==> config.mk <==
export PLATFORM = sky130hd
export DESIGN_NAME = rr_sel_scheduler_flat
export DESIGN_NICKNAME = d
export VERILOG_FILES = /design/src/rtl/rr_sel_scheduler_pkg.sv /design/src/rtl/rr_sel_scheduler_if.sv /design/src/rtl/rr_sel_scheduler_pick.sv /design/src/rtl/rr_sel_scheduler.sv /design/src/flat_wrapper.sv
export SDC_FILE = /design/constraint.sdc
export NUM_CORES = 1
export LEC_CHECK = 0
export BUFFER_PORTS_ARGS = -buffer_cell sky130_fd_sc_hd__buf_2
export CAP_MARGIN = 20
export CORE_MARGIN = 2
export CORE_UTILIZATION = 25
export DETAILED_ROUTE_END_ITERATION = 7
export GPL_TIMING_DRIVEN = 0
export PLACE_DENSITY = 0.53
export SETUP_SLACK_MARGIN = 0.02
export SLEW_MARGIN = 20
export SYNTH_ARGS = -nofsm -noshare
export SYNTH_HDL_FRONTEND = slang
export SYNTH_SLANG_ARGS = --single-unit
export TNS_END_PERCENT = 5
==> constraint.sdc <==
create_clock -name clk -period 3.7 [get_ports clk]
set_input_delay 0 -clock clk [delete_from_list [all_inputs] [get_ports clk]]
set_output_delay 0 -clock clk [all_outputs]
set_load 0.005 [all_outputs]
==> src/rtl/rr_sel_scheduler_pkg.sv <==
// ============================================================================
// Module : rr_sel_pkg
// Brief  : Shared constants and types for the round-robin mux-select scheduler
// Rev    : 1.0
// ============================================================================
`default_nettype none

package rr_sel_pkg;

    localparam int c_NUM_CH    = 6;
    localparam int c_SEL_W     = 3;
    localparam int c_MAX_BURST = 4;

    typedef enum logic [0:0] {
        IDLE  = 1'b0,
        GRANT = 1'b1
    } sched_state_t;

    typedef logic [c_SEL_W-1:0] sel_t;

endpackage

`default_nettype wire

==> src/rtl/rr_sel_scheduler_if.sv <==
// ============================================================================
// Module : rr_sel_scheduler_if
// Brief  : Request / select handshake bundle between scheduler and mux side
// Rev    : 1.0
// ============================================================================
`default_nettype none

interface rr_sel_scheduler_if
    import rr_sel_pkg::*;
#(
    parameter int NUM_CH = c_NUM_CH,
    parameter int SEL_W  = c_SEL_W
);

    logic [NUM_CH-1:0] req;
    logic              out_ready;
    logic              out_valid;
    logic [SEL_W-1:0]  sel;
    logic [NUM_CH-1:0] grant;
    logic              out_last;

    modport master (
        input  req,
        input  out_ready,
        output out_valid,
        output sel,
        output grant,
        output out_last
    );

    modport slave (
        output req,
        output out_ready,
        input  out_valid,
        input  sel,
        input  grant,
        input  out_last
    );

endinterface

`default_nettype wire

==> src/rtl/rr_sel_scheduler_pick.sv <==
// ============================================================================
// Module : rr_pick
// Brief  : Combinational rotate-priority encoder, first set req at or after ptr
// Rev    : 1.0
// ============================================================================
`default_nettype none

module rr_pick
    import rr_sel_pkg::*;
#(
    parameter int NUM_CH = c_NUM_CH,
    parameter int SEL_W  = c_SEL_W
) (
    input  logic [NUM_CH-1:0] req,
    input  logic [SEL_W-1:0]  ptr,
    output logic              found,
    output logic [SEL_W-1:0]  idx
);

    localparam int EXT_W = 1 << SEL_W;

    logic [EXT_W-1:0] w_req_ext;
    logic [SEL_W:0]   w_cand;

    // Scan from farthest offset to nearest so the nearest hit overwrites.
    always_comb begin
        w_req_ext               = '0;
        w_req_ext[NUM_CH-1:0]   = req;
        found                   = 1'b0;
        idx                     = '0;
        w_cand                  = '0;
        for (int k = NUM_CH - 1; k >= 0; k--) begin
            w_cand = {1'b0, ptr} + (SEL_W+1)'(k);
            if (w_cand >= (SEL_W+1)'(NUM_CH)) begin
                w_cand = w_cand - (SEL_W+1)'(NUM_CH);
            end
            if (w_req_ext[w_cand[SEL_W-1:0]]) begin
                found = 1'b1;
                idx   = w_cand[SEL_W-1:0];
            end
        end
    end

endmodule

`default_nettype wire

==> src/rtl/rr_sel_scheduler.sv <==
// ============================================================================
// Module : rr_sel_scheduler
// Brief  : Round-robin burst scheduler driving the select of a six-input mux
// Rev    : 1.0
// ============================================================================
`default_nettype none

module rr_sel_scheduler
    import rr_sel_pkg::*;
#(
    parameter int NUM_CH    = c_NUM_CH,
    parameter int SEL_W     = c_SEL_W,
    parameter int MAX_BURST = c_MAX_BURST
) (
    input  logic                clk,
    input  logic                reset,
    rr_sel_scheduler_if.master  bus
);

    localparam int CNT_W = $clog2(MAX_BURST + 1);
    localparam int EXT_W = 1 << SEL_W;

    sched_state_t      r_state;
    logic [SEL_W-1:0]  r_ptr;
    logic [SEL_W-1:0]  r_sel;
    logic [CNT_W-1:0]  r_beat_cnt;
    logic [NUM_CH-1:0] r_grant;

    logic              w_found;
    logic [SEL_W-1:0]  w_idx;
    logic [EXT_W-1:0]  w_req_ext;
    logic              w_req_sel;
    logic              w_valid;
    logic              w_at_max;
    logic              w_accept;
    logic              w_end;
    logic [SEL_W-1:0]  w_ptr_next;

    rr_pick #(
        .NUM_CH (NUM_CH),
        .SEL_W  (SEL_W)
    ) u_pick (
        .req    (bus.req),
        .ptr    (r_ptr),
        .found  (w_found),
        .idx    (w_idx)
    );

    // Zero-extended so req[sel] is well defined for every sel encoding.
    always_comb begin
        w_req_ext             = '0;
        w_req_ext[NUM_CH-1:0] = bus.req;
    end

    assign w_req_sel  = w_req_ext[r_sel];
    assign w_valid    = (r_state == GRANT) && w_req_sel;
    assign w_at_max   = (r_beat_cnt == CNT_W'(MAX_BURST - 1));
    assign w_accept   = w_valid && bus.out_ready;
    assign w_end      = (r_state == GRANT) && (!w_req_sel || (w_accept && w_at_max));
    assign w_ptr_next = (r_sel == SEL_W'(NUM_CH - 1)) ? '0 : r_sel + 1'b1;

    always_ff @(posedge clk) begin
        if (reset) begin
            r_state    <= IDLE;
            r_ptr      <= '0;
            r_sel      <= '0;
            r_beat_cnt <= '0;
            r_grant    <= '0;
        end else begin
            case (r_state)
                IDLE: begin
                    if (w_found) begin
                        r_sel      <= w_idx;
                        r_grant    <= NUM_CH'(1) << w_idx;
                        r_beat_cnt <= '0;
                        r_state    <= GRANT;
                    end
                end
                GRANT: begin
                    // sel is deliberately kept on grant end; only grant clears.
                    if (w_end) begin
                        r_ptr   <= w_ptr_next;
                        r_grant <= '0;
                        r_state <= IDLE;
                    end else if (w_accept) begin
                        r_beat_cnt <= r_beat_cnt + 1'b1;
                    end
                end
                default: r_state <= IDLE;
            endcase
        end
    end

    assign bus.out_valid = w_valid;
    assign bus.sel       = r_sel;
    assign bus.grant     = r_grant;
    assign bus.out_last  = w_valid && w_at_max;

endmodule

`default_nettype wire

==> src/flat_wrapper.sv <==
// flat-port wrapper written by rule: the top's interface ports become plain ports
module rr_sel_scheduler_flat import rr_sel_pkg::*;
#(
    parameter int NUM_CH    = c_NUM_CH,
    parameter int SEL_W     = c_SEL_W,
    parameter int MAX_BURST = c_MAX_BURST
)
  (clk, reset, bus_req, bus_out_ready, bus_out_valid, bus_sel, bus_grant, bus_out_last);
  rr_sel_scheduler_if #(.NUM_CH(NUM_CH), .SEL_W(SEL_W)) bus_i ();
  input  logic clk;
  input  logic reset;
  input wire logic [$bits(bus_i.req)-1:0] bus_req;
  input wire logic [$bits(bus_i.out_ready)-1:0] bus_out_ready;
  output wire logic [$bits(bus_i.out_valid)-1:0] bus_out_valid;
  output wire logic [$bits(bus_i.sel)-1:0] bus_sel;
  output wire logic [$bits(bus_i.grant)-1:0] bus_grant;
  output wire logic [$bits(bus_i.out_last)-1:0] bus_out_last;
  assign bus_i.req = bus_req;
  assign bus_i.out_ready = bus_out_ready;
  assign bus_out_valid = bus_i.out_valid;
  assign bus_sel = bus_i.sel;
  assign bus_grant = bus_i.grant;
  assign bus_out_last = bus_i.out_last;
  rr_sel_scheduler #(.NUM_CH(NUM_CH), .SEL_W(SEL_W), .MAX_BURST(MAX_BURST)) u_core (.clk(clk), .reset(reset), .bus(bus_i));
endmodule
==> metrics.csv, run 1 <==
metric,value,unit
Register Area,320.3,sq um
Reg2Reg Depth,14,
Synth area leaders,"dfxtp_1 (19%), ha_1 (7.3%), mux2i_1 (4.7%)",
P&R area growth vs syn,17.02,%
CTS Hold Buffers Added,0,
maximum VDD drop,0.0002848,V
delay of the slowest critical-path stage,0.57,ns
CP required,3.90,ns
flop-to-flop setup slack,0.28,ns
Gate power share,0.752,
Post-synth EDFFs,0,
Final min period,3.416,ns
vias in the first global route,1442,
placed cell count,302,
clock power share,0.092,
"Slowest-stage cell, CP",o41ai_4,
DRT antenna net count,0,
CP startpoint,u_core.r_ptr[0],
worst-path cell chain,"buf_6, buf_8, buf_6, inv_1, ha_1, clkbuf_2, buf_2, a31oi_1, a311o_1, nand4_4, o41ai_4, and2_4, and2b_4, a22o_1",
total core area,0.006681,sq mm
maxcap violations,0,
via count,1576,
Clock Skew,0.0005492,ns
status,"complete, no violations",
Syn Nets,222,
first-pass GRT wire length,7.058,mm
Slew HR,0.5901,
ys flop type,dfxtp_1,
die width,86.59,microns
footprint of the multi-input gates,0.001316,sq mm
Pwr Density,843.4,mW/mm^2
Final Hold Fails,0,
Post-DP HPWL,3.283,mm
top cell type's share of synthesized area,0.1878,
Arrival @ worst endpoint,3.61,ns
Slew Limit Fails,0,
WS Path Type,reg2reg,
setup violators final,0,
crit-path leading delay family,compound AO/OA/AOI/OAI gates,
CTS root buf,clkbuf_8,
NumNets Final,246,
Final period util,0.9233,
Crit path top cell by count,buf_6,
I/O pin total,20,
"area leader, netlist",dfxtp_1,
most frequent cells after synthesis,"nor2_1 (18), dfxtp_1 (16), a21oi_1 (14), nand2_1 (13), ha_1 (10)",
H-tree levels,1,
Synth Cell Area,0.001705,sq mm
height of the die,86.59,microns
CTS tree,built,
"Reg clk slew, reported paths",0.06,ns
CP endpoint,u_core.bus.grant[1],
worst-skew pair later-pin latency,0.25,ns
switching power,824.4,uW
Global Route Usage Sum,0.1160,
# diodes,0,
switch share,0.4898,
total negative slack,0,ns
Worst Setup End Kind,flop,
Synth Instances,203,
CP max FO,10,
Starting Density,0.2552,
worst r2r src,u_core.r_ptr[0],
WL/cell,13.76,microns
initial antenna violation count,0,
CP bufs+invs,6,
Leak,0.8218,nW
r2r endpoint,u_core.bus.grant[1],
critical path depth,14,
row count,30,
fin cells,306,
vias per cell,5.150,
Synth Area per Inst,8.401,sq um
Synth cell types,62,
largest net degree at the start of global routing,11,
Die ar.,0.007498,sq mm
ys async rst share,0,
fmax,292.7,MHz
Flop pwr share,0.156,
Hold WC Path Type,in2reg,
Total Wirelength,4.210,mm
number of synthesis warnings,0,
sequential area share after synthesis,0.1878,
First-pass DRT Iterations,4,
FILL cells,720,
Final Util,0.2987,
gr ovfl total,0,
Startpoint Class,flop,
RePlAce Congestion,0.8237,
cell with the most instances after synthesis,nor2_1,
Tot Pwr,1.683,mW
Internal Power,858.8,uW
CTS sink cnt,16,
CTS Buffer Depth,2,
Buffers on Ports,19,
share of layout cells above drive strength 1,0.2345,
cts bufs inserted,3,
Yosys reg bits,16,
drt initial violations,109,
unrepaired setup endpoints after global routing,true,
Worst-Margin Slew,0.5978,ns
drc violations,0,
cells by family (layout without fill, tap and decap cells):
family                     after synthesis  in the layout  synth area share
and+or+nand+nor                         77             77            0.2531
AOI/OAI and AO/OA                       58             58            0.2656
buffers and inverters                   19             42           0.05796
muxes                                   17             17            0.1313
DFF                                     16             16            0.1878
adders and majority gates               10             10           0.07337
xor gates and xnor gates                 6              6           0.03081
how the worst min path moves through the flow:
| stage | start | endpoint | slack (ns) | cells past startpoint |
|---|---|---|---|---|
| after floorplan | bus_out_ready | u_core.r_state | 0.21 | 3 |
| after global placement | bus_out_ready | u_core.r_state | 0.32 | 4 |
| after detailed placement | bus_out_ready | u_core.r_state | 0.32 | 4 |
| after CTS | bus_out_ready | u_core.r_state | 0.06 | 4 |
| after global routing | bus_out_ready | u_core.r_state | 0.08 | 4 |
| final | bus_out_ready | u_core.r_state | 0.07 | 4 |
tightest hold or removal path: cells and delay by family:
kind / cells / cell delay, ns
buffers and inverters: 1 / 0.09
AND/OR/NAND/NOR: 2 / 0.12
AO/OA/AOI/OAI: 1 / 0.05
metrics by stage:
stage | hold slack [ns] | cell area (sq um) | setup slack (ns)
2_1_floorplan | 0.2078 | 1705 | 0.5630
3_3_place_gp | 0.3219 | 1901 | -0.06079
3_5_place_dp | 0.3207 | 1901 | -0.04860
4_1_cts | 0.05796 | 1957 | 0.07849
5_1_grt | 0.07644 | 1996 | -0.002086
6_report | 0.06581 | 1996 | 0.2839
metal layers:
metal	track usage	share of wire	vias up
met3	0.02000	0.034	2
met4	0.01278	0.0024	0
met2	0.1888	0.45	38
met5	0	0	-
li1	-	-	808
met1	0.1659	0.52	728
repair_timing:
| item | CTS | global route |
|---|---|---|
| pin swaps | 1 | 2 |
| gates resized for setup | 1 | 9 |
| hold endpoints to repair | 0 | 0 |
| setup buffers | 0 | 2 |
| cloned | 0 | 0 |
| endpoints found under the setup margin | 8 | 12 |
cells in the final DEF (no fill, tap or decap), types with 3 or more instances in the layout:
master / count
a211oi_1: 4
a21o_1: 4
a21oi_1: 12
a22o_1: 4
a31oi_1: 3
buf_2: 21
clkbuf_1: 3
clkbuf_8: 4
dfxtp_1: 16
ha_1: 10
inv_1: 8
mux2_2: 4
mux2i_1: 8
nand2_1: 13
nand2b_1: 5
nand3_1: 6
nor2_1: 18
nor2b_1: 3
nor3_1: 7
nor3b_1: 3
o21ai_0: 5
or2_2: 3
or3_1: 3
xnor2_1: 4
sequential cells by signal (all words and copies together), names as in the netlist:
signal / cells
u_core.bus.sel: 3
u_core.r_beat_cnt: 3
u_core.bus.grant: 6
u_core.r_state: 1
u_core.r_ptr: 3
power groups by stage:
stage	sequential, mW	combinational (mW)	clock, mW
2_1_floorplan	0.263	0.943	0
3_3_place_gp	0.268	1.19	0
3_5_place_dp	0.267	1.19	0
4_1_cts	0.263	1.20	0.159
5_1_grt	0.269	1.41	0.165
6_report	0.263	1.27	0.155
layout make-up:
type / instances / area share
repair buffers: 21 / 0.05517
plain buffers: 9 / 0.03197
clock buffers: 4 / 0.02759
flip-flops and latches: 16 / 0.1605
well taps: 80 / 0.05016
inverters: 8 / 0.01505
multi-input cells: 168 / 0.6596
No activity file was read; power rests on OpenSTA's default activity.
==> run 2: changes to the inputs <==
CELL_PAD_IN_SITES_DETAIL_PLACEMENT = 1   (was unset)
CELL_PAD_IN_SITES_GLOBAL_PLACEMENT = 1   (was unset)
PLACE_DENSITY = 0.62   (was 0.53)
==> run 2 against run 1 <==
Clock skew rose by 0.0034 ns. Total power fell by 1.5%. Sequential power barely moved. Sequential share of layout area rose by 0.21 points. Clock power fell by 15%. Final cell count fell by 0.65%. Worst hold slack improved by 0.0015 ns. Global-route usage rose by 1.4 points. First-iteration DRC count fell by 61%. Register-to-register slack got worse by 0.08 ns. Setup slack got worse by 0.083 ns. Via count rose by 2.5%. Largest power group unchanged.
==> metrics.csv, run 2 (synthesis gave the netlist of run 1 again) <==
metric,value,unit,change
first-pass GRT wire length,7.838,mm,+11%
Metal-1 WL,2.392,mm,+10%
unrepaired setup endpoints after global routing,true,,
height of the die,86.59,microns,unchanged
via count,1615,,+2.5%
Slew Limit Fails,0,,unchanged
top routing layer used,met4,,
Worst Setup End Kind,flop,,
share of layout cells above drive strength 1,0.2232,,-0.01130
Total Wirelength,4.685,mm,+11%
Final min period,3.499,ns,+0.08321 ns
WS Path Type,reg2reg,,
delay of the slowest critical-path stage,0.60,ns,+0.03 ns
Final period util,0.9458,,+0.02249
fin cells,304,,-0.65%
CP max FO,10,,unchanged
# diodes,0,,unchanged
drc violations,0,,unchanged
Gate power share,0.762,,+0.010
clock power share,0.080,,-0.012
status,"complete, no violations",,
Worst Hold Depth,4,,unchanged
"Reg clk slew, reported paths",0.06,ns,about the same
"most common cell after layout, fill and taps aside",buf_2,,
wire length on met2,2.019,mm,+7.5%
row count,30,,unchanged
Final Hold Fails,0,,unchanged
number of flip-flops in the largest register,6,,unchanged
CP required,3.90,ns,about the same
NumNets Final,245,,-0.41%
switch share,0.5027,,+0.01297
crit-path leading delay family,compound AO/OA/AOI/OAI gates,,
Die ar.,0.007498,sq mm,unchanged
placed inst area,0.001901,sq mm,unchanged
Slew HR,0.5657,,-0.02436
cts bufs inserted,3,,unchanged
fmax,285.8,MHz,-2.4%
Post-DP HPWL,3.733,mm,+14%
DRT antenna net count,0,,unchanged
RePlAce Congestion,0.8293,,+0.68%
Arrival @ worst endpoint,3.70,ns,+0.09 ns
total core area,0.006681,sq mm,unchanged
First-pass DRT Iterations,4,,unchanged
most frequent cells in the layout,"buf_2 (20), nor2_1 (18), dfxtp_1 (16)",,
worst-path cell chain,"buf_6, buf_8, buf_6, inv_1, ha_1, clkbuf_2, clkbuf_2, a31oi_1, a311o_1, nand4_4, o41ai_4, and2_1, and2b_4, a22o_1",,
largest net degree at the start of global routing,11,,unchanged
Hold WC Path Type,in2reg,,
gr ovfl total,0,,unchanged
Buffers on Ports,19,,unchanged
WL/cell,15.41,microns,+12%
maximum VDD drop,0.0003619,V,+27%
CTS sink cnt,16,,unchanged
Leak,0.8095,nW,-1.5%
placed cell count,302,,unchanged
"Slowest-stage cell, CP",o41ai_4,,
drt initial violations,42,,-61%
Pwr Density,841.4,mW/mm^2,-0.24%
switching power,833.1,uW,+1.1%
Global Route Usage Sum,0.1298,,+0.01383
met3 WL,229,microns,+58%
total negative slack,0,ns,unchanged
H-tree levels,1,,unchanged
Worst-Margin Slew,0.6350,ns,+0.03722 ns
Flop pwr share,0.158,,+0.002
die width,86.59,microns,unchanged
vias in the first global route,1584,,+9.8%
P&R area growth vs syn,15.48,%,
I/O pin total,20,,unchanged
critical path depth,14,,unchanged
vias per cell,5.313,,+3.1%
setup violators final,0,,unchanged
maxcap violations,0,,unchanged
initial antenna violation count,0,,unchanged
CTS tree,built,,
Startpoint Class,flop,,
Internal Power,824.0,uW,-4.1%
CTS root buf,clkbuf_8,,
final instance area,0.001969,sq mm,-1.3%
Clock Skew,0.003901,ns,+0.003352 ns
Reg2Reg Depth,14,,unchanged
CP bufs+invs,6,,unchanged
CTS Buffer Depth,2,,unchanged
Starting Density,0.2552,,unchanged
worst-skew pair later-pin latency,0.25,ns,about the same
## run 2: cell types whose count changed in the layout (fill, tap and decap cells not counted), sizes merged
cell / delta
buf: -2
## run 2: tightest hold or removal path: stages
cell     delay (ns)
buf_2          0.09
nand2_1        0.06
nand2_1        0.06
a21oi_1        0.05
## run 2: per-stage QoR
stage               worst slack (ns)  power, mW  hold WS, ns  utilization
floorplan                     0.5630      1.206       0.2078            -
global route                -0.01179      1.817       0.1081       0.2948
detailed placement          -0.09992      1.482       0.3324       0.2845
finish                        0.2006      1.657      0.06732       0.2948
global placement             -0.1358      1.480       0.3307       0.2845
CTS                          0.03858      1.647      0.06431       0.2927
## run 2: power by group through the flow
| stage | sequential (mW) | combinational, mW | clock, mW |
|---|---|---|---|
| final | 0.261 | 1.26 | 0.132 |
| after global routing | 0.271 | 1.40 | 0.143 |
| after floorplan | 0.263 | 0.943 | 0 |
| after global placement | 0.265 | 1.22 | 0 |
| after CTS | 0.262 | 1.25 | 0.139 |
| after detailed placement | 0.266 | 1.22 | 0 |
## run 2: worst paths after layout
kind | from | endpoint | slack (ns)
setup / recovery | u_core.r_ptr[0] | u_core.bus.grant[0] | 0.20
hold / removal | bus_out_ready | u_core.r_state | 0.07
setup reg to reg | u_core.r_ptr[0] | u_core.bus.grant[0] | 0.20
hold reg to reg | u_core.bus.grant[3] | u_core.bus.grant[3] | 0.46
## run 2: metal layers
metal | global-route usage | vias to the layer above
met3 | 0.01619 | 4
met1 | 0.1936 | 770
met5 | 0 | -
met4 | 0.02983 | 0
met2 | 0.1986 | 35
li1 | - | 806
## run 2: area by class of cell
cell class | count | area, sq um
fillers | 821 | 4712
multi-input cells | 168 | 1311
flip-flops and latches | 16 | 320.3
repair buffers | 20 | 102.6
well taps | 80 | 100.1
plain buffers | 9 | 63.81
clock buffers | 3 | 41.29
inverters | 8 | 30.03
## run 2: what timing repair did
| item | CTS | global route |
|---|---|---|
| pin swaps | 1 | 3 |
| hold buffers | 0 | 0 |
| endpoints found under the setup margin | 10 | 12 |
| setup buffers | 0 | 1 |
| resized for setup | 3 | 5 |
==> run 3: changes to the inputs <==
CELL_PAD_IN_SITES_GLOBAL_PLACEMENT = 2   (was 1)
GPL_ROUTABILITY_DRIVEN = 1   (was unset)
GPL_TIMING_DRIVEN = 1   (was 0)
PLACE_DENSITY = 0.72   (was 0.62)
==> run 3 against run 2 <==
Global-route usage grew 0.96 points. Highest routed layer unchanged. Largest cell class unchanged. Critical path depth decreased by 5. Sequential share of layout area rose by 0.38 points. Fmax up 8.8%. Clock skew rose by 0.0019 ns. Clock power rose by 22%. Setup slack gained 0.28 ns. Non-clock buffer count decreased by 5. Worst hold slack got worse by 0.013 ns.
==> metrics.csv, run 3 (synthesis gave the netlist of run 1 again) <==
metric,value,unit,change
status,"complete, no violations",,
vias per cell,5.353,,+0.77%
Arrival @ worst endpoint,3.36,ns,-0.34 ns
Hold Worst Slack,0.05382,ns,-0.01350 ns
dpl ws,0.4978,ns,+0.5977 ns
met3 Track Usage GR,0.01810,,+0.001905
I/O pin total,20,,unchanged
Final period util,0.8692,,-0.07654
postcts setup bufs,0,,unchanged
via count,1606,,-0.56%
flop-to-flop setup slack,0.48,ns,+0.28 ns
"most common cell after layout, fill and taps aside",buf_2,,
die width,86.59,microns,unchanged
Slew HR,0.5929,,+0.02717
initial antenna violation count,0,,unchanged
CTS sink cnt,16,,unchanged
Final min period,3.216,ns,-0.2832 ns
fmax,310.9,MHz,+8.8%
"Reg clk slew, reported paths",0.07,ns,about the same
final worst slack,0.4838,ns,+0.2832 ns
Starting Density,0.2552,,unchanged
CTS Buffer Depth,2,,unchanged
maximum VDD drop,0.0002830,V,-22%
Leak,0.7940,nW,-1.9%
WS Path Type,reg2reg,,
worst r2r src,u_core.r_ptr[1],,
row count,30,,unchanged
P&R area growth vs syn,12.84,%,
largest net degree at the start of global routing,26,,+15
Clock Skew,0.005821,ns,+0.001919 ns
CTS root buf,clkbuf_8,,
Buffers on Ports,19,,unchanged
RePlAce Congestion,0.9016,,+8.7%
Worst Hold Depth,4,,unchanged
NumNets Final,240,,-2.0%
gr ovfl total,0,,unchanged
CP required,3.85,ns,-0.05 ns
height of the die,86.59,microns,unchanged
r2r endpoint,u_core.bus.grant[0],,
Worst Setup End Kind,flop,,
grt met2 use,0.2322,,+0.03357
Slew Limit Fails,0,,unchanged
drc violations,0,,unchanged
Startpoint Class,flop,,
CTS Hold Buffers Added,0,,unchanged
Final Hold Fails,0,,unchanged
First-pass DRT Iterations,4,,unchanged
Total Wirelength,5.021,mm,+7.2%
CP max FO,13,,+3
first-pass GRT wire length,8.286,mm,+5.7%
H-tree levels,1,,unchanged
# diodes,0,,unchanged
Worst-Margin Slew,0.5937,ns,-0.04132 ns
Resized cells post-CTS,0,,-3
Global Route Usage Sum,0.1395,,+0.009644
share of layout cells above drive strength 1,0.2000,,-0.02321
Reg2Reg Depth,9,,-5
Post-DP HPWL,3.955,mm,+5.9%
busiest grt layer,met2,,
unrepaired setup endpoints after global routing,false,,
Die ar.,0.007498,sq mm,unchanged
Hold WC Path Type,in2reg,,
number of flip-flops in the largest register,6,,unchanged
CTS tree,built,,
Pwr Density,856.5,mW/mm^2,+1.8%
met1 global-route usage,0.1922,,-0.001382
vias in the first global route,1607,,+1.5%
maxcap violations,0,,unchanged
setup violators final,0,,unchanged
cts bufs inserted,3,,unchanged
drt initial violations,45,,+7.1%
Min-Delay Startpoint,bus_out_ready,,
worst-skew pair later-pin latency,0.26,ns,about the same
Hold Path End,u_core.r_state,,
total negative slack,0,ns,unchanged
WL/cell,16.74,microns,+8.6%
most frequent cells in the layout,"buf_2 (19), nor2_1 (18), dfxtp_1 (16)",,
total core area,0.006681,sq mm,unchanged
DRT antenna net count,0,,unchanged
==> run 3: changes by cell type in the layout (fill, tap and decap cells not counted), sizes merged <==
cell | before | now
clkbuf | 8 | 4
==> run 3: cell type report <==
cell class | instances | area [sq um]
fillers | 820 | 4757
multi-input cells | 168 | 1286
flip-flops and latches | 16 | 320.3
repair buffers | 24 | 132.6
inverters | 8 | 30.03
well taps | 80 | 100.1
clock buffers | 4 | 55.05
==> run 3: metal layers <==
| layer | vias up | wire (microns) |
|---|---|---|
| li1 | 796 | - |
| met1 | 776 | 2467 |
| met2 | 29 | 2300 |
| met3 | 5 | 187 |
| met4 | 0 | 65 |
| met5 | - | 0 |
==> run 3: power breakdown <==
part | internal, mW | switching, mW | leakage (nW)
Clock | 0.0946 | 0.0659 | 0.0288
Combinational | 0.501 | 0.716 | 0.634
Sequential | 0.223 | 0.0480 | 0.131
==> run 3: worst max-delay path by stage <==
stage / startpoint / end / slack (ns) / depth (start not counted)
after floorplan: u_core.r_ptr[0] / u_core.bus.grant[0] / 0.56 / 14
after global placement: u_core.r_ptr[1] / u_core.bus.grant[0] / 0.58 / 9
after detailed placement: u_core.r_ptr[1] / u_core.bus.grant[1] / 0.50 / 10
after CTS: u_core.r_ptr[1] / u_core.bus.grant[0] / 0.48 / 9
after global routing: u_core.r_ptr[1] / u_core.bus.grant[0] / 0.10 / 9
final: u_core.r_ptr[1] / u_core.bus.grant[0] / 0.48 / 9
==> run 3: through the flow <==
step / power, mW / instance area, sq um / util / cells
2_1_floorplan: 1.206 / 1705 / - / 203
6_report: 1.648 / 1924 / 0.2880 / 300
5_1_grt: 1.817 / 1924 / 0.2880 / 300
4_1_cts: 1.661 / 1924 / 0.2880 / 300
3_5_place_dp: 1.494 / 1869 / 0.2798 / 296
3_3_place_gp: 1.476 / 1869 / 0.2798 / 296
==> run 3: worst max-delay path, stage by stage, from the launching register on <==
cell,delay [ns]
dfxtp_1,0.45
inv_1,0.20
ha_1,0.48
buf_4,0.24
nor3b_1,0.14
a311oi_1,0.48
nand2b_1,0.21
o311ai_1,0.59
nor2_1,0.12
a22o_1,0.20
